--- src/rtl/exception_ctrl.sv ---
// -----------------------------------------------------------------------------
// exception_ctrl
//
// Exception and interrupt commit controller for the commit stage. It feeds CP0
// and the fetch redirect path. It resolves the priority between synchronous
// exceptions, ERET and external interrupts. When it takes an event it issues a
// one-cycle flush and CP0 strobes. It then holds a redirect request to fetch
// until fetch accepts it over a valid/ready handshake.
//
// Optional build macro: EXC_TRAP_EN
//   When defined, this adds the `trap` input (ExcCode 0x0d). Its priority lies
//   between overflow and eret. When undefined, the port is absent and 0x0d is
//   never produced.
//
// Ports:
//   clk, rst                 clock, synchronous active-high reset
//   commit_valid             an instruction is valid at commit this cycle
//   iaddr_err .. overflow    per-instruction exception causes
//   eret                     ERET at commit
//   in_delay_slot            the committing instruction sits in a delay slot
//   pc_address               committing PC
//   mem_address              data address of the faulting access
//   epc_address              current CP0 EPC (ERET target)
//   allow_interrupt          Status.IE & !Status.EXL
//   int_mask                 Status.IM
//   int_in                   asynchronous interrupt lines
//   redirect_ready           fetch accepts the redirect
//   exp_detect               one-cycle pipeline flush pulse
//   commit_stall             commit must hold
//   cp0_exp_en               CP0 exception write strobe
//   cp0_exl_clean            CP0 EXL clear strobe
//   cp0_exp_epc              EPC to write
//   cp0_exp_code             ExcCode
//   cp0_exp_bad_vaddr        BadVAddr value
//   cp0_exp_bad_vaddr_wen    BadVAddr write strobe
//   int_pending              Cause.IP view, before masking
//   redirect_valid/_pc       redirect request to fetch and its target
// -----------------------------------------------------------------------------
module exception_ctrl #(
   parameter int unsigned                 ADDR_W        = 32,
   parameter int unsigned                 INT_LINES     = 8,
   parameter logic [INT_LINES-1:0]        INT_EDGE_MASK = '0,
   parameter logic [ADDR_W-1:0]           EXC_VECTOR    = 32'hbfc00380
) (
   input  logic                  clk,
   input  logic                  rst,
   input  logic                  commit_valid,
   input  logic                  iaddr_err,
   input  logic                  daddr_err,
   input  logic                  mem_wen,
   input  logic                  invalid_inst,
   input  logic                  priv_inst,
   input  logic                  syscall,
   input  logic                  break_,
   input  logic                  eret,
   input  logic                  overflow,
`ifdef EXC_TRAP_EN
   input  logic                  trap,
`endif
   input  logic                  in_delay_slot,
   input  logic [ADDR_W-1:0]     pc_address,
   input  logic [ADDR_W-1:0]     mem_address,
   input  logic [ADDR_W-1:0]     epc_address,
   input  logic                  allow_interrupt,
   input  logic [INT_LINES-1:0]  int_mask,
   input  logic [INT_LINES-1:0]  int_in,
   input  logic                  redirect_ready,
   output logic                  exp_detect,
   output logic                  commit_stall,
   output logic                  cp0_exp_en,
   output logic                  cp0_exl_clean,
   output logic [ADDR_W-1:0]     cp0_exp_epc,
   output logic [4:0]            cp0_exp_code,
   output logic [ADDR_W-1:0]     cp0_exp_bad_vaddr,
   output logic                  cp0_exp_bad_vaddr_wen,
   output logic [INT_LINES-1:0]  int_pending,
   output logic                  redirect_valid,
   output logic [ADDR_W-1:0]     redirect_pc
);

   typedef enum logic [4:0] {
      EXC_INT  = 5'h00,
      EXC_ADEL = 5'h04,
      EXC_ADES = 5'h05,
      EXC_SYS  = 5'h08,
      EXC_BP   = 5'h09,
      EXC_RI   = 5'h0a,
      EXC_CPU  = 5'h0b,
      EXC_OV   = 5'h0c,
      EXC_TR   = 5'h0d
   } exc_code_e;

   typedef enum logic {
      S_IDLE     = 1'b0,
      S_REDIRECT = 1'b1
   } state_e;

   // ---------------------------------------------------------------------------
   // Interrupt synchronisation and pending latch
   // ---------------------------------------------------------------------------
   logic [INT_LINES-1:0] sync1_q, sync2_q, sync3_q;
   logic [INT_LINES-1:0] edge_pend_q, edge_pend_d;
   logic                 irq;
   logic                 irq_take;
   state_e               state_q;

   assign int_pending = (sync2_q & ~INT_EDGE_MASK) | (edge_pend_q & INT_EDGE_MASK);
   assign irq         = commit_valid & allow_interrupt & (|(int_pending & int_mask));
   assign irq_take    = irq & (state_q == S_IDLE);

   // Taking an interrupt clears every latched edge together. A rising edge
   // seen in the same cycle is OR-ed in afterwards, so that edge is not lost.
   assign edge_pend_d = ((edge_pend_q & ~{INT_LINES{irq_take}}) | (sync2_q & ~sync3_q))
                        & INT_EDGE_MASK;

   always_ff @(posedge clk) begin
      // NOTE: state is updated with non-blocking assignments. Every register
      // then samples pre-edge values, whatever order the statements are in.
      if (rst) begin
         sync1_q     <= '0;
         sync2_q     <= '0;
         sync3_q     <= '0;
         edge_pend_q <= '0;
      end else begin
         sync1_q     <= int_in;
         sync2_q     <= sync1_q;
         sync3_q     <= sync2_q;
         edge_pend_q <= edge_pend_d;
      end
   end

   // ---------------------------------------------------------------------------
   // Cause priority decode
   // ---------------------------------------------------------------------------
   logic              exc_hit;
   logic              is_eret;
   logic              bad_wen;
   logic [4:0]        code;
   logic [ADDR_W-1:0] bad_addr;
   logic [ADDR_W-1:0] epc;
   logic              take_event;

   always_comb begin
      // NOTE: every output of this block gets a default first. Then no path
      // through the if-chain can leave a value unassigned and infer a latch.
      exc_hit  = 1'b1;
      is_eret  = 1'b0;
      bad_wen  = 1'b0;
      code     = EXC_INT;
      bad_addr = pc_address;
      if (irq) begin
         code = EXC_INT;
      end else if (iaddr_err) begin
         code    = EXC_ADEL;
         bad_wen = 1'b1;
      end else if (syscall) begin
         code = EXC_SYS;
      end else if (break_) begin
         code = EXC_BP;
      end else if (invalid_inst) begin
         code = EXC_RI;
      end else if (priv_inst) begin
         code = EXC_CPU;
      end else if (overflow) begin
         code = EXC_OV;
`ifdef EXC_TRAP_EN
      end else if (trap) begin
         code = EXC_TR;
`endif
      end else if (eret) begin
         exc_hit = 1'b0;
         is_eret = 1'b1;
      end else if (daddr_err) begin
         code     = mem_wen ? EXC_ADES : EXC_ADEL;
         bad_wen  = 1'b1;
         bad_addr = mem_address;
      end else begin
         exc_hit = 1'b0;
      end
   end

   // A delay-slot instruction restarts at its branch, one word earlier.
   assign epc        = in_delay_slot ? (pc_address - ADDR_W'(4)) : pc_address;
   assign take_event = commit_valid & (exc_hit | is_eret);

   // ---------------------------------------------------------------------------
   // Commit FSM with registered outputs
   // ---------------------------------------------------------------------------
   logic              exp_detect_q, exp_en_q, exl_clean_q, bad_wen_q, redirect_valid_q;
   logic [ADDR_W-1:0] epc_q, bad_vaddr_q, redirect_pc_q;
   logic [4:0]        code_q;

   always_ff @(posedge clk) begin
      if (rst) begin
         state_q          <= S_IDLE;
         exp_detect_q     <= 1'b0;
         exp_en_q         <= 1'b0;
         exl_clean_q      <= 1'b0;
         bad_wen_q        <= 1'b0;
         redirect_valid_q <= 1'b0;
         epc_q            <= '0;
         bad_vaddr_q      <= '0;
         code_q           <= '0;
         redirect_pc_q    <= EXC_VECTOR;
      end else begin
         // Strobes are single-cycle unless re-asserted below.
         exp_detect_q <= 1'b0;
         exp_en_q     <= 1'b0;
         exl_clean_q  <= 1'b0;
         bad_wen_q    <= 1'b0;
         case (state_q)
            S_IDLE: begin
               if (take_event) begin
                  exp_detect_q     <= 1'b1;
                  redirect_valid_q <= 1'b1;
                  state_q          <= S_REDIRECT;
                  if (is_eret) begin
                     exl_clean_q   <= 1'b1;
                     redirect_pc_q <= epc_address;
                  end else begin
                     exp_en_q      <= 1'b1;
                     code_q        <= code;
                     epc_q         <= epc;
                     redirect_pc_q <= EXC_VECTOR;
                     if (bad_wen) begin
                        bad_wen_q   <= 1'b1;
                        bad_vaddr_q <= bad_addr;
                     end
                  end
               end
            end
            S_REDIRECT: begin
               // redirect_valid is always high here, so ready alone completes
               // the handshake.
               if (redirect_ready) begin
                  redirect_valid_q <= 1'b0;
                  state_q          <= S_IDLE;
               end
            end
            default: state_q <= S_IDLE;
         endcase
      end
   end

   assign exp_detect            = exp_detect_q;
   assign commit_stall          = (state_q == S_REDIRECT);
   assign cp0_exp_en            = exp_en_q;
   assign cp0_exl_clean         = exl_clean_q;
   assign cp0_exp_epc           = epc_q;
   assign cp0_exp_code          = code_q;
   assign cp0_exp_bad_vaddr     = bad_vaddr_q;
   assign cp0_exp_bad_vaddr_wen = bad_wen_q;
   assign redirect_valid        = redirect_valid_q;
   assign redirect_pc           = redirect_pc_q;

endmodule

--- config.mk ---
export PLATFORM = sky130hd
export DESIGN_NAME = exception_ctrl
export DESIGN_NICKNAME = d
export VERILOG_FILES = /design/src/rtl/exception_ctrl.sv
export SDC_FILE = /design/constraint.sdc
export NUM_CORES = 1
export LEC_CHECK = 0
export CAP_MARGIN = 20
export CORE_MARGIN = 2
export CORE_UTILIZATION = 48
export DETAILED_ROUTE_END_ITERATION = 8
export PLACE_DENSITY = 0.95
export SYNTH_ARGS = -nofsm -noshare
export SYNTH_HDL_FRONTEND = slang
export SYNTH_SLANG_ARGS = --single-unit
export TNS_END_PERCENT = 30
--- constraint.sdc ---
create_clock -name clk -period 5.4 [get_ports clk]
set_input_delay 1.35 -clock clk [delete_from_list [all_inputs] [get_ports clk]]
set_output_delay 1.35 -clock clk [all_outputs]
set_load 0.01 [all_outputs]
## Word-level counts from Yosys, hierarchy flattened

Cells that the tools add are included.

| word-level totals | value |
|---|---|
| flip-flop bits (word level) | 123 |
| latch bits | 0 |
| bits in writable memories | 0 |
| bits in read-only memories | 0 |
| bits of input ports | 127 |
| memories | 0 |

| operators by class | value |
|---|---|
| $add $sub $neg | 1 |
| multipliers | 0 |
| div/mod/pow operators | 0 |
| $lt $le $gt $ge | 0 |
| equality and inequality tests | 2 |
| shift operators | 0 |
| muxes and demuxes | 54 |
| bitwise gates (word level) | 8 |
| reduce and logical (&&, ||, !) cells | 8 |

Operators with widths:

| cell | count |
|---|---|
| 32-bit 2-to-1 mux | 11 |
| 1-bit 2-to-1 mux | 32 |
| 32-bit by 3-bit subtractor with 32-bit output, second input constant | 1 |
| 4-bit 2-to-1 mux | 7 |
| 8-bit bitwise AND | 1 |
| 8-bit OR reduction | 1 |
| 3-bit 2-to-1 mux | 2 |
| 2-bit != test, second input constant | 2 |
| 1-bit one-hot mux with 2 select lines | 2 |
| 2-bit AND reduction | 2 |
| 4-bit AND reduction | 1 |
| 4-bit OR reduction | 1 |
| 1-bit bitwise AND | 3 |
| 1-bit NOT | 3 |
| 3-bit AND reduction | 1 |
| 3-bit OR reduction | 1 |
| 2-bit OR reduction | 1 |
| 1-bit bitwise OR | 1 |

## Longest topological paths before layout

Gate-level depths: netlist of run 1.

| logic depth | value |
|---|---|
| depth in word-level cells | 13 |
| depth in mapped cells | 7 |
| depth with buffers taken out | 6 |

## Worst setup path before layout of run 1

No wires, ideal clock.

| path | value |
|---|---|
| kind | input -> register |
| from | input pc_address[14] |
| to | register epc_q[31] (netlist: cp0_exp_epc[31]) |
| setup time | 0.091 ns |
| data arrival time | 3.182 ns |
| required time | 5.309 ns |
| path slack | 2.127 ns |
| cell stages on the path | 6 |
| buffers on the path | 2 |
| cell sequence | or4_4 -> or3_1 -> buf_6 -> buf_6 -> or4_1 -> a311oi_1 |

| between the ends | value |
|---|---|
| cells in the longest elaborated chain, start to end | 2 |

Ends and longest elaborated chain:

| element | line | text |
|---|---|---|
| from (decl) | 61 | `input logic [ADDR_W-1:0] pc_address,` |
| 32-bit by 3-bit subtractor with 32-bit output | 183 | `assign epc = in_delay_slot ? (pc_address - ADDR_W'(4)) : pc_address;` |
| 32-bit 2-to-1 mux | 183 |  |
| to (signal assigned) | 223 | `epc_q <= epc;` |
| to (decl) | 190 | `logic [ADDR_W-1:0] epc_q, bad_vaddr_q, redirect_pc_q;` |

Every way passes these cells.
A chain may end at the register's enable or synchronous reset.

## Final worst setup path of run 1

| path | value |
|---|---|
| from | input priv_inst |
| to | register redirect_pc_q[28] (netlist: redirect_pc[28]) |

| between the ends | value |
|---|---|
| cells in the longest elaborated chain, start to end | 9 |
| elaborated cells on any way between the ends | 16 |
| those cells by class | 13 x mux; 2 x bitwise; 1 x reduce/logical |

Ends and longest elaborated chain:

| element | line | text |
|---|---|---|
| from (decl) | 52 | `input logic priv_inst,` |
| 1-bit 2-to-1 mux | 162 | `end else if (priv_inst) begin` |
| 1-bit 2-to-1 mux | 160 | `end else if (invalid_inst) begin` |
| 1-bit 2-to-1 mux | 158 | `end else if (break_) begin` |
| 1-bit 2-to-1 mux | 156 | `end else if (syscall) begin` |
| 1-bit 2-to-1 mux | 153 | `end else if (iaddr_err) begin` |
| 1-bit 2-to-1 mux | 151 | `if (irq) begin` |
| 1-bit bitwise OR | 184 | `assign take_event = commit_valid & (exc_hit \| is_eret);` |
| 1-bit bitwise AND | 184 |  |
| 2-bit AND reduction (no line) | n/a |  |
| to (signal assigned) | 219 | `redirect_pc_q <= epc_address;` |
| to (decl) | 190 |  |

Parallel ways exist; a longest one is shown, timed or not.

==> summary by stage, run 1 <==
Outcome
The run finished with clean final reports.

Worst setup path
The delay contributed by the slowest stage of the critical path is around 0.90 ns. The slowest stage of the critical path belongs to the cell sky130_fd_sc_hd__a21o_2. The number of buffers and inverters on the critical path is 2.

STA classifies the critical path endpoint as a flip-flop. For flop-to-flop paths, the worst setup slack is about 2.8 ns. The worst register-to-register path begins at int_pending[1]$_SDFF_PP0_. The cell family contributing the most delay on the critical path is compound AO/OA/AOI/OAI gates. Of all nets on the critical path, the largest fanout is 38.

Walking the worst path, the cells encountered are clkdlybuf4s50_1 -> or4_1 -> buf_4 -> o41ai_1 -> a21o_2 -> mux2i_1. By startpoint and endpoint, the worst setup path is classified as in -> reg. The worst setup path is launched from an input port.

Data on the critical path is required at its endpoint by 5.72 ns. The destination of the worst register-to-register timing path is redirect_pc[28]$_SDFFE_PP1P_. The depth of the most critical reg-to-reg path is 5. Data on the critical path arrives at its endpoint at 4.39 ns.

Hold path
The worst hold path cell count is 1. The critical hold path startpoint is sync1_q[5]$_SDFF_PP0_. For hold timing, the worst endpoint is int_pending[5]$_SDFF_PP0_.

The worst min-delay path class is reg -> reg.

STA
At the pin with the least slew margin, the transition time is 1.04 ns. The clock arrives with around 0.0045 ns of skew. The number of setup violations in the final report is 0.

In the final timing run, aggregate negative setup slack is 0 ns. The max-slew violation count is 0. The max-slew headroom at the worst pin is a little under a third. The final worst-path cycle share is 75.3%. The final hold violation count is 0. The minimum clock period is around 4.1 ns. Derived from the worst setup path, the maximum achievable clock frequency is 246 MHz. Setup repair after global routing left no endpoint under its margin.

Clock network
Counting the buffers created by CTS gives 17. The total number of clock tree sinks is roughly 120. Clock-pin slew was measured on the worst setup and hold paths at 0.06 ns. Once the clock tree was built, the setup fixing pass inserted 0 buffers. The hold buffer count at cts is 0.

The clock network latency to the later pin of the worst-skew pair is approximately 0.4 ns. The maximum clock path buffer count is 2. The root buffer cell chosen for the clock tree is sky130_fd_sc_hd__clkbuf_16. The TritonCTS clock tree is yes. The number of H-tree levels is 4.

The number of gates resized after CTS is 0.

Place
The placed standard-cell area is a little under 0.009 mm^2. The placed wire-length estimate is ~15000 um. The final RePlAce weighted congestion is 0.903.

The count of port buffers added during placement is 240.

Detailed routing
The wire length per cell after detailed routing is around 20 um. Dividing the detail-routed via count by the number of cells gives 6.13. The number of DRC violations after detailed-routing iteration 0 is approximately 720. The number of nets with antenna violations after routing is 0.

The number of detailed-routing iterations run before antenna repair is 5. The total via count in the routed design is between 6000 and 7000. In the routed design, unresolved DRC markers number 0. The final wirelength is between 20000 and 25000 um.

Synthesis
After synthesis, the largest area contributor takes up between 30% and 40% of total cell area. Sorting the synthesized cells by how often they occur yields sky130_fd_sc_hd__dfxtp_1 (122), sky130_fd_sc_hd__clkbuf_1 (64), sky130_fd_sc_hd__nor2b_1 (50), sky130_fd_sc_hd__o31ai_1 (45), sky130_fd_sc_hd__a211oi_1 (43). The post-synthesis average cell area is 9.06 um^2. The most instantiated flip-flop cell in the synthesis netlist is sky130_fd_sc_hd__dfxtp_1.

Summing the areas of all compound-gate instances in the mapped netlist gives about a fifth of the synthesized area. The flip-flop and latch count after synthesis is around 120. In this run, distinct cell masters in the synthesized netlist total 52. The share of synthesized cell area in full adder, half adder and majority cells is 0.201%. The synthesized net count is between 800 and 900. After synthesis, the share of flip-flops with an asynchronous set or reset is 0%. The number of instances in the synthesized netlist is between 600 and 700. The cell type contributing the most total cell area after synthesis is sky130_fd_sc_hd__dfxtp_1.

Sorting the synthesized cells by area gives the leading types as sky130_fd_sc_hd__dfxtp_1 (39%), sky130_fd_sc_hd__mux2_2 (5.8%), sky130_fd_sc_hd__o31ai_1 (5.4%), sky130_fd_sc_hd__a211oi_1 (5.2%), sky130_fd_sc_hd__mux2i_1 (5.2%). Of the total synthesized cell area, the portion taken by XOR and XNOR cells is ~2.0%. The combinational family with the most area after synthesis is simple AND/OR/NAND/NOR gates.

The mux contribution to synthesized area is between 10% and 20%. Of the synthesized area, sequential elements account for roughly two fifths. The synthesized netlist occupies a cell area of just over 0.006 mm^2. The synthesized design contains 0 enable-type register cells.

For this run, the number of Yosys warnings is 0. The basic-gate share of the synthesized area counting and, or, nand and nor cells is roughly 22%. The most common cell in the synthesized netlist is sky130_fd_sc_hd__dfxtp_1.

Global routing
The most utilized layer in the global route result is met2. In the global route stage, met1 resource usage came out at between 30% and 40%. The number of global-route vias before repair was 6296. For met2 alone, demand over resource in global routing was 48.1%.

The first-pass GRT wire length is approximately 34000 um. The pin count of the biggest net entering global routing is between 90 and 100. Global routing consumed, over all layers together, between 30% and 40% of the routing resources. The number of antenna violations at the first check in global routing is 0.

The overall overflow remaining after global route is 0. For this run, global-route usage on met3 was measured as between 6 and 7%.

Floorplanning
The number of I/O pins is 242. Row generation in the floorplan step produced between 40 and 50 rows. The die span in y is ~120 um. The core area is 0.0126 mm^2.

The floorplan step set the die width to 118 um. The initial utilization of the core area, before any placement, comes to between 40% and 50%. The area of the die is roughly 0.014 mm^2.

Cells and area
The repair_antennas step left the layout with diodes totalling 0. The net count reported at finish is between 1000 and 1500. The finished cells cover between 0.009 and 0.01 mm^2. In the final layout, the share of cells above drive strength 1 is 10.5%. From synthesis to final layout, the design area changed by 49.1%.

Power and ir drop
The standby leakage power is roughly 3.2 nW. The maximum resistive drop on vdd is 0.000185 V. In this run the power density over the cells is about 270 mW/mm^2.

Job
The max-capacitance violation count is 0.
[cells by family (layout without fill, tap and decap cells)]
group / Yosys count / in the layout
other cells: 1 / 1
fa+ha+maj: 1 / 1
compound gates: 176 / 176
flops: 122 / 122
buf+inv: 76 / 289
xor+xnor: 14 / 14
mux: 64 / 64
simple gates: 232 / 232
[registers in the layout (all words and copies together) (netlist names)]
name,count
cp0_exp_bad_vaddr,32
commit_stall,1
redirect_pc,32
cp0_exp_bad_vaddr_wen,1
int_pending,8
cp0_exp_epc,32
redirect_valid,1
cp0_exp_en,1
cp0_exl_clean,1
sync1_q,8
cp0_exp_code,4
exp_detect,1
[where the power goes]
| group | internal [mW] | switching, mW | leakage (nW) |
|---|---|---|---|
| Clock | 0.685 | 0.415 | 0.275 |
| Sequential | 0.947 | 0.0283 | 0.999 |
| Combinational | 0.241 | 0.227 | 1.94 |
[worst max-delay path by stage]
stage / from / endpoint / cells after the start
5_1_grt: pc_address[6] / cp0_exp_epc[27]$_SDFFE_PP0P_ / 5
3_3_place_gp: priv_inst / redirect_pc[16]$_SDFFE_PP0P_ / 6
4_1_cts: priv_inst / redirect_pc[22]$_SDFFE_PP1P_ / 6
2_1_floorplan: pc_address[14] / cp0_exp_epc[31]$_SDFFE_PP0P_ / 6
3_5_place_dp: priv_inst / redirect_pc[21]$_SDFFE_PP0P_ / 6
6_report: priv_inst / redirect_pc[28]$_SDFFE_PP1P_ / 6
[through the flow]
stage          power [mW]  setup slack (ns)  util (%)  hold slack [ns]  instances
2_1_floorplan        1.20              2.13         -            0.414        686
3_3_place_gp         1.44              1.08      68.8            0.416       1039
3_5_place_dp         1.45              1.00      68.8            0.425       1039
4_1_cts              2.54              1.36      73.3            0.437       1070
5_1_grt              2.62              1.14      73.4            0.448       1071
6_report             2.54              1.33      73.4            0.436       1071
[worst reg2reg max path, stage by stage, from the launching register on]
cell and delay (ns):
sky130_fd_sc_hd__dfxtp_1 0.34, sky130_fd_sc_hd__a22o_1 0.26, sky130_fd_sc_hd__o41ai_2 0.33, sky130_fd_sc_hd__buf_4 0.35
sky130_fd_sc_hd__a21o_2 0.88, sky130_fd_sc_hd__mux2i_1 0.34
[area by class of cell]
cell class                 count  area [um^2]
clock buffer                  19          443
clock inverter                12          125
fill                         900         3360
inverter                       4         15.0
multi-input combinational    488         3510
sequential                   122         2440
tap                          172          215
timing repair buffer         254         2510
[routing by layer]
metal	vias up	routed length, um
met5	-	0
met1	3083	8850
met2	387	9940
met4	0	1110
li1	3009	-
met3	87	1770
[cells in the final DEF (no fill, tap or decap), types with 9 or more instances in the layout]
cell type	Yosys	layout
sky130_fd_sc_hd__clkdlybuf4s50_1	0	239
sky130_fd_sc_hd__xnor2_1	9	9
sky130_fd_sc_hd__a21oi_1	41	40
sky130_fd_sc_hd__nand4_1	37	37
sky130_fd_sc_hd__o31ai_1	45	45
sky130_fd_sc_hd__nand3_1	24	24
sky130_fd_sc_hd__mux2i_1	32	32
sky130_fd_sc_hd__nor2_1	25	23
sky130_fd_sc_hd__a311oi_1	15	15
sky130_fd_sc_hd__clkbuf_16	0	17
sky130_fd_sc_hd__mux2_2	32	32
sky130_fd_sc_hd__a211oi_1	43	43
sky130_fd_sc_hd__or4_1	17	17
sky130_fd_sc_hd__buf_4	1	14
sky130_fd_sc_hd__nand2b_1	24	24
sky130_fd_sc_hd__nor3_1	16	16
sky130_fd_sc_hd__dfxtp_1	122	122
sky130_fd_sc_hd__nor2b_1	50	49
No activity file was read; power rests on OpenSTA's default activity.
==> run 2: changes to the inputs <==
Settings changed: CORE_UTILIZATION 48 to 40, PLACE_DENSITY 0.95 to 0.85.
Clock period 5.4 ns to 3.5 ns, I/O delays scaled along.
==> run 2 against run 1 <==
  * Clock power is 56% higher
  * Non-clock buffer count up 17
  * Global-route usage fell by 5.0 points
  * Design area grew 1.8%
  * Critical path depth is 1 higher
  * Final cell count is 3.3% higher
  * Flip-flop and latch count is the same
  * Wire length decreased by 1.3%
  * Power is 55% higher
  * Worst hold slack improved by 0.0038 ns
  * Largest cell class unchanged
==> summary by stage, run 2 (same netlist as run 1, synthesis figures left out) <==
Outcome
The run finished with clean final reports.

Power and ir drop
The clock network accounts for between 40 and 50% of the total power. For this design the total switching power over the nets is approximately 1.1 mW. Dividing total power by cell area gives a power density of between 400 and 500 mW/mm^2. The maximum resistive drop on vdd is 0.000313 V. The logic gate share of total power is 18.4%. The standby leakage power is around 3.3 nW. The cell-internal power is around 2.9 mW. The switching power share of the total is about 27%. The sequential share of power is between 30% and 40%.

STA
Setup repair after global routing left no endpoint under its margin. At the pin with the least slew margin, the transition time is 0.886 ns. The final hold violation count came to 0.

The max-slew violation count is 0. The final worst-path cycle share is between 80 and 90%. Setup violations remaining at the end of the flow were counted as 0.

In this run the tightest slew margin relative to its limit is between 40% and 50%. Adding up every negative setup slack in the final design gives 0 ns. The clock skew after layout is between 0.007 and 0.008 ns. Static timing analysis puts the maximum clock frequency at ~330 MHz. The worst path in the final design needs a cycle of ~3 ns, including I/O delays and setup.

Final hold analysis gives a worst-case slack of ~0.44 ns.

Place
The count of port buffers added during placement is between 200 and 250. The placed wire-length estimate is approximately 15000 um. At the end of routability-driven placement, the weighted congestion stood at 0.873.

Worst setup path
The required time at the endpoint of the critical path is 3.81 ns. On the worst path, the slowest cell contributes a delay of ~0.6 ns. The worst-path maximum fanout is 37. At the worst endpoint, the arrival time is between 3 and 4 ns. The kind of critical path is in -> reg. The slowest stage of the critical path belongs to the cell sky130_fd_sc_hd__or4_1. The startpoint type of the worst setup path is an input port.

Traced cell by cell, the critical path runs through clkdlybuf4s50_1 -> or4_1 -> buf_4 -> o31ai_1 -> a21oi_2 -> buf_4 -> a311oi_1. The worst setup path is captured at a flip-flop. Counting stages on the worst path, the most repeated cell is sky130_fd_sc_hd__buf_4.

Detailed routing
In the routed layout, each cell is associated on average with a via count of 5.79. The number of nets with antenna violations after routing is 0. The total via count in the routed design is approximately 6400. The first detailed-routing pass ran for 6 iterations.

In the final routed layout, each cell accounts on average for 19.3 um. In this run, the number of DRC markers left after iteration 0 of detailed routing was 436. The number of remaining DRC errors is 0. After detailed routing, the total wire length is about 21000 um.

Clock network
The H-tree was split into 4 levels. The number of gates resized after CTS is 0. The clock-pin slew reported for the worst setup and hold paths after clock tree synthesis is roughly 0.06 ns.

The maximum clock path buffer count is 2. The CTS root buffer is sky130_fd_sc_hd__clkbuf_16. The total number of clock tree sinks is between 100 and 150. The hold buffer count at cts is 0. The clock buffer count from CTS is 17.

The TritonCTS clock tree is yes. For the worst-skew pair, the clock arrives at the later sink with an insertion delay of between 0.4 and 0.5 ns. The buffers inserted during post-CTS setup optimization is 0.

Floorplanning
The effective utilization at floorplan is around 41%. The number of I/O pins is approximately 240. The die covers between 0.015 and 0.02 mm^2. The die is between 100 and 150 um tall. After floorplanning, the core was sized to cover 0.0152 mm^2. From left edge to right edge, the die measures 129 um.

In this run the core area contains 45 standard-cell rows.

Global routing
The number of global-route vias before repair came to 6252. The pin count of the biggest net entering global routing is between 70 and 80. Global routing consumed, over all layers together, between 20% and 30% of the routing resources. The first global-routing pass estimated roughly 33000 um of wire. The number of antenna violations at the first check in global routing is 0. The overall overflow remaining after global route is 0.

Cells and area
Cells with a size suffix above 1 make up roughly an eighth of the layout. The net count reported at finish is between 1000 and 1500. The area overhead of the layout relative to synthesis is 51.7%.

In the layout the commonest cells are sky130_fd_sc_hd__clkdlybuf4s50_1 (239), sky130_fd_sc_hd__dfxtp_1 (122), sky130_fd_sc_hd__nor2b_1 (49). The most common cell after layout, fill and taps aside is sky130_fd_sc_hd__clkdlybuf4s50_1.

Hold path
The min-delay analysis places its worst path in the category reg -> reg.

Job
The max-capacitance violation count is 0.
[run 2: cell types whose count changed in the layout (fill, tap and decap cells not counted)]
cell | previous run | this run
sky130_fd_sc_hd__clkinv_2 | 5 | 3
sky130_fd_sc_hd__inv_6 | 1 | 2
sky130_fd_sc_hd__buf_4 | 14 | 31
sky130_fd_sc_hd__buf_8 | 1 | 0
sky130_fd_sc_hd__clkinv_4 | 1 | 2
sky130_fd_sc_hd__clkinvlp_4 | 3 | 5
sky130_fd_sc_hd__buf_12 | 0 | 1
sky130_fd_sc_hd__diode_2 | 0 | 1
sky130_fd_sc_hd__clkbuf_8 | 1 | 0
[run 2: layout make-up]
class / instances / area (um^2)
fill: 1238 / 5770
multi-input combinational: 488 / 3510
timing repair buffer: 271 / 2650
sequential: 122 / 2440
clock buffer: 18 / 429
tap: 188 / 235
clock inverter: 14 / 148
inverter: 4 / 15.0
antenna: 1 / 2.50
[run 2: worst max-delay path, delay by kind of cell]
kind,cells,cell delay (ns)
AO/OA/AOI/OAI,3,0.78
AND/OR/NAND/NOR,1,0.60
buffers and inverters,3,1.05
[run 2: worst paths after layout]
path              slack, ns  depth (start not counted)                            to                 startpoint
setup reg to reg       1.49                          5   redirect_pc[4]$_SDFFE_PP0P_  int_pending[1]$_SDFF_PP0_
hold / removal         0.44                          1     int_pending[0]$_SDFF_PP0_      sync1_q[0]$_SDFF_PP0_
setup / recovery       0.49                          7  cp0_exp_epc[31]$_SDFFE_PP0P_               invalid_inst
hold reg to reg        0.44                          1     int_pending[0]$_SDFF_PP0_      sync1_q[0]$_SDFF_PP0_
[run 2: power by group through the flow]
stage	combinational [mW]	clock, mW	sequential, mW
finish	0.728	1.72	1.50
global route	0.776	1.81	1.51
CTS	0.724	1.74	1.50
detailed placement	0.721	0	1.53
global placement	0.713	0	1.53
floorplan	0.294	0	1.55
[run 2: routing by layer]
metal  global-route usage (%)  vias up  part of all wire, %
met5                        0        -                    0
met2                     39.1      289                   45
met3                     5.61       73                  6.3
met1                     33.5     2990                   44
met4                     13.9        0                  4.9
li1                         -     3050                    -
[run 2: metrics by stage]
stage | instances | power [mW] | area [um^2] | util, % | setup slack, ns
after floorplan | 686 | 1.85 | 6210 | - | 0.702
after global placement | 1073 | 2.24 | 8850 | 58.2 | 0.211
after detailed placement | 1073 | 2.25 | 8850 | 58.2 | 0.150
after CTS | 1105 | 3.97 | 9430 | 62.0 | 0.527
after global routing | 1105 | 4.10 | 9430 | 62.0 | 0.351
final | 1106 | 3.95 | 9430 | 62.0 | 0.489
